--- src/rtl/wm_run_seq.sv ---
// Washing-program sequencer: steps the selected wash / rinse / dry blocks through
// fill, agitate, drain and spin phases on 1 s ticks, with pause, stop and fill-timeout error.
module wm_run_seq #(
   parameter int WASH_SEC         = 20,
   parameter int RINSE_SEC        = 10,
   parameter int DRAIN_SEC        = 5,
   parameter int DRY_SEC          = 15,
   parameter int FILL_TIMEOUT_SEC = 30,
   parameter int DIST_HIGH        = 5,
   parameter int DIST_MID         = 10,
   parameter int DIST_LOW         = 15
) (
   input  logic        clk,
   input  logic        reset,
   input  logic        tick_1sec,
   input  logic        start,
   input  logic        stop,
   input  logic        sel_wash,
   input  logic        sel_rinse,
   input  logic        sel_dry,
   input  logic [1:0]  rinse_rep,
   input  logic [1:0]  water_lvl,
   input  logic        us_dist_en,
   input  logic [7:0]  us_dist,
   output logic        valve_in,
   output logic        valve_out,
   output logic        motor_on,
   output logic        motor_fast,
   output logic [2:0]  phase,
   output logic [11:0] remain_sec,
   output logic        busy,
   output logic        paused,
   output logic        done,
   output logic        err
);

   // State codes double as the phase output encoding.
   typedef enum logic [2:0] {
      S_IDLE  = 3'd0,
      S_FILL  = 3'd1,
      S_WASH  = 3'd2,
      S_RINSE = 3'd3,
      S_DRAIN = 3'd4,
      S_DRY   = 3'd5,
      S_ERR   = 3'd7
   } state_t;

   state_t      state_q, state_d;
   logic [11:0] cnt_q, cnt_d;
   logic [11:0] fill_q, fill_d;
   logic        sel_rinse_q, sel_rinse_d;
   logic        sel_dry_q, sel_dry_d;
   logic [1:0]  rep_q, rep_d;
   logic [1:0]  lvl_q, lvl_d;
   logic [1:0]  ridx_q, ridx_d;
   logic        blk_rinse_q, blk_rinse_d;
   logic        paused_q, paused_d;
   logic        done_q, done_d;
   logic        tick_en;
   logic        busy_w;
   logic        fill_hit;
   logic [7:0]  target;

   function automatic logic [11:0] dur(input state_t s);
      case (s)
         S_WASH:  dur = 12'(WASH_SEC);
         S_RINSE: dur = 12'(RINSE_SEC);
         S_DRAIN: dur = 12'(DRAIN_SEC);
         S_DRY:   dur = 12'(DRY_SEC);
         default: dur = 12'd0;
      endcase
   endfunction

   assign busy_w  = (state_q != S_IDLE) && (state_q != S_ERR);
   assign tick_en = tick_1sec & ~paused_q;

   always_comb begin
      case (lvl_q)
         2'd3:    target = 8'(DIST_HIGH);
         2'd2:    target = 8'(DIST_MID);
         default: target = 8'(DIST_LOW);
      endcase
   end

   // us_dist is a valid-only stream: sampled when us_dist_en is high, never back-pressured.
   assign fill_hit = us_dist_en & ~paused_q & (us_dist <= target);

   always_ff @(posedge clk or posedge reset) begin
      if (reset) begin
         state_q     <= S_IDLE;
         cnt_q       <= 12'd0;
         fill_q      <= 12'd0;
         sel_rinse_q <= 1'b0;
         sel_dry_q   <= 1'b0;
         rep_q       <= 2'd0;
         lvl_q       <= 2'd0;
         ridx_q      <= 2'd0;
         blk_rinse_q <= 1'b0;
         paused_q    <= 1'b0;
         done_q      <= 1'b0;
      end else begin
         state_q     <= state_d;
         cnt_q       <= cnt_d;
         fill_q      <= fill_d;
         sel_rinse_q <= sel_rinse_d;
         sel_dry_q   <= sel_dry_d;
         rep_q       <= rep_d;
         lvl_q       <= lvl_d;
         ridx_q      <= ridx_d;
         blk_rinse_q <= blk_rinse_d;
         paused_q    <= paused_d;
         done_q      <= done_d;
      end
   end

   always_comb begin
      state_d     = state_q;
      cnt_d       = cnt_q;
      fill_d      = fill_q;
      sel_rinse_d = sel_rinse_q;
      sel_dry_d   = sel_dry_q;
      rep_d       = rep_q;
      lvl_d       = lvl_q;
      ridx_d      = ridx_q;
      blk_rinse_d = blk_rinse_q;
      paused_d    = paused_q;
      done_d      = 1'b0;
      case (state_q)
         S_IDLE: begin
            if (start && !done_q && (sel_wash || sel_rinse || sel_dry)) begin
               sel_rinse_d = sel_rinse;
               sel_dry_d   = sel_dry;
               rep_d       = (rinse_rep == 2'd0) ? 2'd1 : rinse_rep;
               lvl_d       = water_lvl;
               ridx_d      = 2'd0;
               blk_rinse_d = !sel_wash;
               state_d     = (sel_wash || sel_rinse) ? S_FILL : S_DRY;
            end
         end
         S_FILL: begin
            if (fill_hit) begin
               state_d = blk_rinse_q ? S_RINSE : S_WASH;
            end else if (tick_en) begin
               if (fill_q == 12'(FILL_TIMEOUT_SEC - 1)) state_d = S_ERR;
               else fill_d = fill_q + 12'd1;
            end
         end
         S_WASH, S_RINSE: begin
            if (tick_en) begin
               if (cnt_q == 12'd1) state_d = S_DRAIN;
               else cnt_d = cnt_q - 12'd1;
            end
         end
         S_DRAIN: begin
            if (tick_en) begin
               if (cnt_q == 12'd1) begin
                  // End of a wash or rinse block: pick the next block or finish.
                  if (!blk_rinse_q && sel_rinse_q) begin
                     state_d     = S_FILL;
                     blk_rinse_d = 1'b1;
                     ridx_d      = 2'd0;
                  end else if (blk_rinse_q && (({1'b0, ridx_q} + 3'd1) < {1'b0, rep_q})) begin
                     state_d = S_FILL;
                     ridx_d  = ridx_q + 2'd1;
                  end else if (sel_dry_q) begin
                     state_d = S_DRY;
                  end else begin
                     state_d = S_IDLE;
                     done_d  = 1'b1;
                  end
               end else begin
                  cnt_d = cnt_q - 12'd1;
               end
            end
         end
         S_DRY: begin
            if (tick_en) begin
               if (cnt_q == 12'd1) begin
                  state_d = S_IDLE;
                  done_d  = 1'b1;
               end else begin
                  cnt_d = cnt_q - 12'd1;
               end
            end
         end
         default: ;
      endcase
      if (start && busy_w) paused_d = ~paused_q;
      if (stop) begin
         state_d = S_IDLE;
         done_d  = 1'b0;
      end
      if (state_d == S_IDLE || state_d == S_ERR) paused_d = 1'b0;
      if (state_d != state_q) begin
         cnt_d  = dur(state_d);
         fill_d = 12'd0;
      end
   end

   always_comb begin
      valve_in   = 1'b0;
      valve_out  = 1'b0;
      motor_on   = 1'b0;
      motor_fast = 1'b0;
      err        = 1'b0;
      case (state_q)
         S_FILL:          valve_in = ~paused_q;
         S_WASH, S_RINSE: motor_on = ~paused_q;
         S_DRAIN:         valve_out = 1'b1;
         S_DRY: begin
            valve_out  = 1'b1;
            motor_on   = ~paused_q;
            motor_fast = ~paused_q;
         end
         S_ERR:           err = 1'b1;
         default: ;
      endcase
   end

   assign phase      = state_q;
   assign remain_sec = cnt_q;
   assign busy       = busy_w;
   assign paused     = paused_q;
   assign done       = done_q;

endmodule
--- config.mk ---
export PLATFORM = sky130hd
export DESIGN_NAME = wm_run_seq
export DESIGN_NICKNAME = d
export VERILOG_FILES = /design/src/rtl/wm_run_seq.sv
export SDC_FILE = /design/constraint.sdc
export NUM_CORES = 1
export LEC_CHECK = 0
export ABC_AREA = 1
export CORE_AREA = 2 2 86 88
export CTS_CLUSTER_DIAMETER = 80
export CTS_CLUSTER_SIZE = 14
export DETAILED_ROUTE_END_ITERATION = 7
export DIE_AREA = 0 0 88 90
export HOLD_SLACK_MARGIN = 0.03
export PLACE_DENSITY = 0.57
export SYNTH_ARGS = -nofsm -noshare
export SYNTH_HDL_FRONTEND = slang
export SYNTH_SLANG_ARGS = --single-unit
--- constraint.sdc ---
create_clock -name clk -period 3.6 [get_ports clk]
set_clock_uncertainty 0.2 [all_clocks]
set_input_delay 0.72 -clock clk [delete_from_list [all_inputs] [get_ports clk]]
set_output_delay 0.72 -clock clk [all_outputs]
set_load 0.05 [all_outputs]
* Yosys cells after proc, flatten, opt, wreduce, memory -nomap -nowiden
Cells that the tools add are included.
** Cells by class
- Add/sub/neg operators :: 4
- $lt $le $gt $ge :: 2
- Equal/unequal tests :: 25
- Muxes and demuxes :: 56
- Bitwise operators :: 4
- Reductions and logical operators :: 30
** Operators by type and width (number)
- 12-bit 2-to-1 mux :: 9
- 3-bit 2-to-1 mux :: 15
- 1-bit 2-to-1 mux :: 20
- 5-bit one-hot mux with 4 select lines :: 1
- 3-bit == test, second input constant :: 6
- 3-bit one-hot mux with 5 select lines :: 1
- 12-bit by 1-bit adder with 12-bit output, second input constant :: 1
- 12-bit by 1-bit == test with 1-bit output, second input constant :: 1
- 12-bit by 5-bit == test with 1-bit output, second input constant :: 1
- 3-bit by 2-bit == test with 1-bit output, second input constant :: 4
- 2-bit 2-to-1 mux :: 6
- 12-bit by 1-bit subtractor with 12-bit output, second input constant :: 1
- 5-bit AND reduction :: 2
- 2-bit nonzero test :: 5
- 8-bit less-or-equal comparator :: 1
- 2-bit inequality test, second input constant :: 4
- 4-bit one-hot mux with 2 select lines :: 1
- 1-bit logical AND :: 6
- 3-bit zero test :: 2
- 2-bit by 1-bit inequality test with 1-bit output, second input constant :: 3
- 3-bit inequality test, second input constant :: 2
- 2-bit == test, second input constant :: 2
- 1-bit one-hot mux with 2 select lines :: 2
- 2-bit one-hot mux with 2 select lines :: 1
- 17 further kinds :: 24
** Storage, ports and cells
- Flip-flop bits (word level) :: 38
- Input bits :: 21
- Output and inout port bits :: 23
- Logic and storage cells :: 132

* Longest topological paths before layout
- Depth after elaboration :: 12
- Depth in mapped cells :: 23
- Mapped depth without buffers :: 23

* Worst setup path before layout
OpenSTA, ideal clock, no wires.
- Path kind :: reg-to-output
- From :: register state_q[2] (netlist: phase[2])
- To :: output busy
- Arrival time :: 2.770 ns
- Required time :: 2.680 ns
- Slack :: -0.090 ns
- Cell stages (with the launch flop) :: 4
- Path buffers :: 0
- Cell sequence :: dfrtp_1 inv_1 nor3_1 nor2_1
** On the way
- Cells in the longest elaborated chain, start to end :: 2
- Elaborated cells on any way between the ends :: 3
- Classes of those cells :: eq/ne: 1; reduce/logical: 2
** RTL lines
- start, declared :: line 48 : state_t state_q, state_d;
- start signal, assigned :: line 102 : state_q <= state_d;
- 3-bit inequality test or 3-bit nonzero test (tied branches) :: line 74 : assign busy_w = (state_q != S_IDLE) && (state_q != S_ERR);
- 1-bit logical AND * :: line 74
- end, declared :: line 31 : output logic busy,
Mark *: on every way between the ends. The rest lies on a longest branch, timed or not.

* Worst setup path after layout
- From :: register state_q[1] (netlist: phase[1])
- To :: output motor_on
** On the way
- Cells in the longest elaborated chain, start to end :: 3
- Elaborated cells on any way between the ends :: 5
- Classes of those cells :: eq/ne: 3; mux: 1; reduce/logical: 1
** RTL lines
- 3-bit == test or 3-bit by 2-bit == test with 1-bit output (tied branches) :: line 206 : case (state_q)
- 3-bit OR reduction (no source line) *
- 1-bit 2-to-1 mux *
- end, declared :: line 27 : output logic motor_on,
Marks and branches as above.

==> impl_metrics.yaml <==
die:
  initial_core_util_pct: 37.9
  dieArea_mm2: 0.00792
  die_w_um: 88
  rows: 31
  die_h_um: 90
  ios: 44
  core-area_mm2: 0.00702
global_routing:
  grt-ovfl-total: 0
  grt_pass1_wl_um: 10600
  grt_max_degree: 39
  globalRouteTotalUtil_pct: 16.8
  grt_pass1_vias: 2302
  antenna_found_initial: 0
timing:
  finalHoldViolCount: 0
  grt_setup_unrepaired: "false"
  tightest_slew_ns: 0.498
  worst_slack_ns: 0.406
  period_minus_slack_ns: 3.19
  fmax_mhz: 313
  slew_headroom_pct: 66.7
  setup_viol: 0
  finalCritPeriodShare_pct: 88.7
  setup_tns_ns: 0
  slew_viol_final: 0
routing:
  num_vias: 2313
  wl_per_cell_um: 11.8
  vias_per_cell: 4.49
  first_pass_iters: 4
  remaining_drc_errors: 0
  dr.first_iter.drc_count: 93
  ant_nets: 0
  routed_wl_um: 6070
pwr:
  p_int_uw: 862
  power.leakage_nw: 1.65
  switching_share_pct: 41.3
  power-per-cell-area_mw_per_mm2: 442
  p_comb_share_pct: 41.6
  power.switching_uw: 607
  max-vdd-ir-drop_uv: 210
  clock_power_share_pct: 21.4
  power_frac_seq_pct: 37.0
cts:
  cts_tree: "yes"
  cts.sinks: 38
  clkTransAtPathRegs_ns: 0.08
  cts-root-buf: "clkbuf_8"
  htree_levels: 2
  ctsHoldBuffers: 0
  post_cts_buffers: 0
  clockBufferDepth: 2
  clock_latency_ns: 0.29
  cts_buffers: 5
  post_cts_resized: 0
cells_and_area:
  syn_to_final_growth_pct: 25.1
  drive_gt1_share_pct: 10.8
  final_area_mm2: 0.00333
  antenna_cells: 0
  final_util_pct: 47.4
  nets: 449
logic_synthesis:
  ys_types: 38
  syn_avg_cell_area_um2: 7.32
  ys_warn_count: 0
  synth.yosys.seq_area_share_pct: 35.8
  netlist_top_cells_count: "nand2_1, inv_1, nor2_1, dfrtp_1, nand3_1"
  syn-cell-area_mm2: 0.00266
  synth_edf_count: 0
  ys_ff_latch: 38
  yosys-top-cells-area: "dfrtp_1, nand2_1, inv_1, nor2_1, ha_1"
  synth_top_area_share_pct: 35.8
  ys.flop_type: "dfrtp_1"
  async_reset_ff_share_pct: 100
  syn_inst: 363
  synth_top_area_cell: "dfrtp_1"
  syn-num-nets: 397
  synth_most_common_cell: "nand2_1"
setup_path:
  startpoint_type: "flip-flop"
  r2r_start: "lvl_q[0]"
  reg2reg_slack_ns: 0.86
  cp_max_fo: 8
  cp-startpoint: "phase[1]"
  cp.required_ns: 2.68
  arrival_ns: 2.27
  crit_path_end_kind: "output pin"
  path_class: "reg2out"
min_path:
  hold_class: "reg2reg"
  hold_start: "sel_rinse_q"
job:
  drv_cap: 0
status:
  status: "complete, no violations"
place:
  dpl.hpwl_um: 4640
  gp_congestion: 0.876
  dp_slack_ns: 0.235
  postPlaceCellArea_mm2: 0.00323
  io_buffers: 43
-- kinds of logic (layout without fill, tap and decap cells) --
group	count (synthesis)	count (layout)	synth area share [%]
AO/OA/AOI/OAI	28	28	6.49
adder cells (fa/ha/maj)	13	13	6.40
AND/OR/NAND/NOR	203	203	35.6
XOR/XNOR	18	18	5.93
flip-flops	38	38	35.8
multiplexers	2	2	0.847
buffers and inverters	61	114	8.94
-- registers in the layout, summed over array words and instances (netlist names) --
signal	cells
done	1
sel_rinse_q	1
paused	1
remain_sec	12
blk_rinse_q	1
lvl_q	2
rep_q	2
phase	3
sel_dry_q	1
fill_q	12
ridx_q	2
-- layout by cell type (no fill, tap or decap), drive strengths merged, types with 5 or more instances in the layout --
cell type      count
a21oi             14
clkbuf             6
clkdlybuf4s50     43
dfrtp             38
ha                12
inv               59
nand2            100
nand3             22
nand4              8
nor2              55
nor3              11
o21ai              5
xor2              15
-- metrics by stage --
stage | power [mW] | hold slack, ns | cells
2_1_floorplan | 0.992 | 0.281 | 363
3_3_place_gp | 1.17 | 0.301 | 507
3_5_place_dp | 1.17 | 0.305 | 507
4_1_cts | 1.49 | 0.325 | 515
5_1_grt | 1.61 | 0.361 | 515
6_report | 1.47 | 0.324 | 515
-- layer usage --
metal / vias up / GRT usage, % / part of all wire [%]
li1: 1244 / - / -
met1: 1018 / 23.3 / 50
met2: 45 / 26.1 / 44
met3: 6 / 3.58 / 4.2
met4: 0 / 5.13 / 1.2
met5: - / 0 / 0
-- final timing paths --
kind / end / cells past startpoint
max: motor_on / 6
max reg2reg: fill_q[6] / 18
min in group asynchronous: lvl_q[0] / 3
min reg2reg: sel_rinse_q / 1
min: sel_rinse_q / 1
max in group asynchronous: remain_sec[2] / 3
-- worst max-delay path: stages (launching register included) --
cell and delay, ns:
dfrtp_1 0.50, inv_2 0.17, nand2_1 0.12, nor2_1 0.15
inv_1 0.09, a21oi_1 0.14, clkdlybuf4s50_1 0.82
-- power by group through the flow --
stage               Clock, mW  Combinational (mW)  Sequential, mW
finish                  0.314               0.612           0.543
global route            0.354               0.700           0.554
CTS                     0.333               0.617           0.544
detailed placement          0               0.614           0.553
global placement            0               0.613           0.553
floorplan                   0               0.367           0.625
-- final cells by class --
class / instances / area, um^2
repair buffers: 47 / 460
fillers: 721 / 3690
inverters: 59 / 221
well taps: 99 / 124
clock buffers: 6 / 82.6
multi-input cells: 264 / 1480
flip-flops and latches: 38 / 951
clock inverters: 2 / 12.5
(Power assumes the default switching activity.)
==> variant 1: new RTL, same flow settings <==
Add an input register stage for `sel_rinse`, without a reset; this delays it by one clock. The other inputs are not delayed to match.
--- a/src/rtl/wm_run_seq.sv
+++ b/src/rtl/wm_run_seq.sv
@@ -47,2 +47,8 @@
 
+   logic sel_rinse_r;
+
+   always_ff @(posedge clk) begin
+      sel_rinse_r <= sel_rinse;
+   end
+
    state_t      state_q, state_d;
@@ -129,4 +135,4 @@
          S_IDLE: begin
-            if (start && !done_q && (sel_wash || sel_rinse || sel_dry)) begin
-               sel_rinse_d = sel_rinse;
+            if (start && !done_q && (sel_wash || sel_rinse_r || sel_dry)) begin
+               sel_rinse_d = sel_rinse_r;
                sel_dry_d   = sel_dry;
@@ -136,3 +142,3 @@
                blk_rinse_d = !sel_wash;
-               state_d     = (sel_wash || sel_rinse) ? S_FILL : S_DRY;
+               state_d     = (sel_wash || sel_rinse_r) ? S_FILL : S_DRY;
             end
Function: changed (Yosys sat finds a counterexample within 4 cycles, from zero or initial values and one cycle with reset high).
==> variant 1 against the unedited design <==
  * Synthesized cell count is 4.1% higher
  * Area after synthesis is 0.66% higher
  * Cell area is 0.98% higher
  * Power is 1.5% higher
  * Via count is 6.1% higher
  * Wire length is 3.5% higher
  * Setup slack worse by 0.073 ns
  * Sequential cell count is 1 higher
  * Sequential power hardly changed
  * Clock power is 23% higher
==> variant 1: results <==
{
  "worstMarginPinSlew_ns": 0.506,
  "synth_xor_area_frac": 0.0425,
  "grt_pass1_wl_um": 11100,
  "dp.cells": 521,
  "grt_pass1_vias": 2500,
  "avgSynthCellArea_um2": 7.08,
  "synth.top_cells.by_count": "nand2_1, inv_1, nor2_1, dfrtp_1, nand3_1",
  "r2r_setup_slack_ns": 0.84,
  "synth_cell_type_count": 35,
  "cp.arrival_ns": 2.35,
  "syn_nets": 412,
  "gp_congestion": 0.830,
  "synth_compound_area_frac": 0.0524,
  "grt_util_all_layers": 0.174,
  "met2_usage": 0.289,
  "place_area_um2": 3240,
  "hold-worst-slack_ns": 0.282,
  "ir_drop_mv": 0.287,
  "drtIter0Drc": 94,
  "fin_nets": 463,
  "place_ws_ns": 0.294,
  "muxShareOfSynthArea": 0,
  "drive_above_1_share": 0.102,
  "status": "completed",
  "gr-usage-met3": 0.0331,
  "wirelength_um": 6280
}
## variant 1: kinds of logic after synthesis
kind of cell	count (synthesis)
compound gates	25
simple gates	227
fa+ha+maj	13
buf+inv	61
xor+xnor	13
flops	39
## variant 1: worst max path at each step
stage | slack, ns | cells past startpoint | end
floorplan | 0.53 | 4 | busy
global placement | 0.34 | 18 | remain_sec[1]
detailed placement | 0.29 | 17 | remain_sec[3]
CTS | 0.33 | 5 | motor_on
global route | 0.18 | 5 | motor_on
finish | 0.33 | 5 | motor_on
## variant 1: metal layers
layer  part of all wire  routed length, um
met1               0.47               2960
met2               0.49               3090
met3              0.021                134
met4              0.015                 94
met5                  0                  0
## variant 1: layout make-up
type                    instances  area [um2]  share of cell area
inverters                      58         218              0.0648
clock inverters                 2        35.0              0.0104
repair buffers                 47         460               0.137
multi-input cells             278        1470               0.437
clock buffers                   6        82.6              0.0246
well taps                      99         124              0.0369
flip-flops and latches         39         971               0.289
## variant 1: worst min-delay path: stages (launching register included)
cell	delay [ns]
dfxtp_1	0.34
nand2_1	0.07
nand2_1	0.04
## variant 1: where the power goes
part / internal, mW / total [mW] / leakage [nW] / switching, mW
Combinational: 0.203 / 0.565 / 1.10 / 0.362
Sequential: 0.488 / 0.542 / 0.514 / 0.0535
Clock: 0.224 / 0.385 / 0.0612 / 0.160
==> variant 2: new RTL, same flow settings <==
Made on the original files. Set the parameter `WASH_SEC` to 16 (it was 20).
--- a/src/rtl/wm_run_seq.sv
+++ b/src/rtl/wm_run_seq.sv
@@ -3,3 +3,3 @@
 module wm_run_seq #(
-   parameter int WASH_SEC         = 20,
+   parameter int WASH_SEC         = 16,
    parameter int RINSE_SEC        = 10,
Check against the original RTL: not equivalent (Yosys sat finds a counterexample within 4 cycles, from zero or initial values and one cycle with reset high).
==> variant 2 against the unedited design <==
  * Cell area shrank 0.71%
  * Via count down 1.0%
  * First-iteration DRC count grew 5.4%
  * Power up 5.9%
  * Global-route usage decreased by 0.53 points
  * Area after synthesis fell by 1.9%
  * Setup slack got worse by 0.018 ns
  * Wire length increased by 0.38%
  * Sequential cell count unchanged
  * Core utilization is 0.34 points lower
  * Worst hold slack gained 0.0013 ns
  * Non-clock buffer count down 2
==> variant 2: results <==
{
  "status": "completed",
  "synthTopCellsByArea": "dfrtp_1, nand2_1, inv_1, nor2_1, xor2_1",
  "grt_util_all_layers": 0.163,
  "leakage_nw": 1.62,
  "gr-usage-met3": 0.0413,
  "syn_nets": 390,
  "grt_pass1_wl_um": 10400,
  "synth_compound_area_frac": 0.0662,
  "cp.arrival_ns": 2.29,
  "worstMarginPinSlew_ns": 0.534,
  "drive_above_1_share": 0.101,
  "fillers": 722,
  "avgSynthCellArea_um2": 7.32,
  "gp_congestion": 0.808,
  "synth.top_cells.by_count": "nand2_1, inv_1, nor2_1, dfrtp_1, nand3_1",
  "vias": 2289,
  "met2_usage": 0.256,
  "dp.cells": 498,
  "drtIter0Drc": 98,
  "hpwlAfterDp_um": 4650,
  "antennaDiodeCount": 0,
  "fin_nets": 440,
  "met1_usage": 0.219,
  "synth_fa_ha_area_frac": 0.0653,
  "grt_pass1_vias": 2361,
  "switchingPower_mw": 0.586,
  "synth_xor_area_frac": 0.0638,
  "muxShareOfSynthArea": 0.00864,
  "fin_cells": 506,
  "cts_buffer_depth": 2,
  "ir_drop_mv": 0.358,
  "ys_seq_area_frac": 0.365,
  "synth_cell_type_count": 34,
  "post_drt_wl_per_cell_um": 12.0
}
## variant 2: cell count changes after synthesis, sizes merged
cell	before	now
nand4	8	7
nand3	22	21
a21oi	14	17
nand2	100	92
nor4	1	0
xnor2	3	1
xor2	15	18
o21a	1	0
nor2	55	57
a22oi	1	0
## variant 2: power by group through the flow
stage	registers, mW	logic [mW]	clock network (mW)
finish	0.534	0.575	0.447
global route	0.542	0.654	0.473
CTS	0.535	0.583	0.455
detailed placement	0.543	0.580	0
global placement	0.543	0.574	0
floorplan	0.616	0.340	0
## variant 2: worst paths after layout
| path | from | end | slack [ns] | cells past startpoint |
|---|---|---|---|---|
| max | phase[2] | busy | 0.39 | 4 |
| min in group asynchronous | reset | fill_q[7] | 0.63 | 3 |
| min reg2reg | sel_rinse_q | sel_rinse_q | 0.32 | 1 |
| max in group asynchronous | reset | phase[1] | 2.21 | 3 |
| max reg2reg | ridx_q[0] | fill_q[6] | 0.89 | 16 |
| min | sel_rinse_q | sel_rinse_q | 0.32 | 1 |
## variant 2: metal layers
metal  share of wire  routed length [um]
met1            0.49                2980
met4           0.012                  74
met2            0.44                2700
met5               0                   0
met3           0.055                 335
## variant 2: cells by family after synthesis
group,after synthesis
compound gates,29
xor+xnor,19
flops,38
mux,2
buf+inv,61
fa+ha+maj,13
simple gates,194
## variant 2: critical path, stage by stage (launching register included)
cell	delay, ns
dfrtp_1	0.53
inv_1	0.28
nor3_2	0.10
nor2_1	0.22
clkdlybuf4s50_1	0.88
## variant 2: cell type report
class                      count  area share
timing repair buffer          45       0.135
sequential                    38       0.288
inverter                      59      0.0670
multi-input combinational    257       0.431
clock inverter                 3      0.0208
clock buffer                   5      0.0208
tap                           99      0.0375
## variant 2: through the flow
stage / area (um2) / setup slack (ns)
floorplan: 2610 / 0.452
global placement: 3170 / 0.325
detailed placement: 3170 / 0.273
CTS: 3300 / 0.383
global route: 3300 / 0.257
finish: 3300 / 0.388
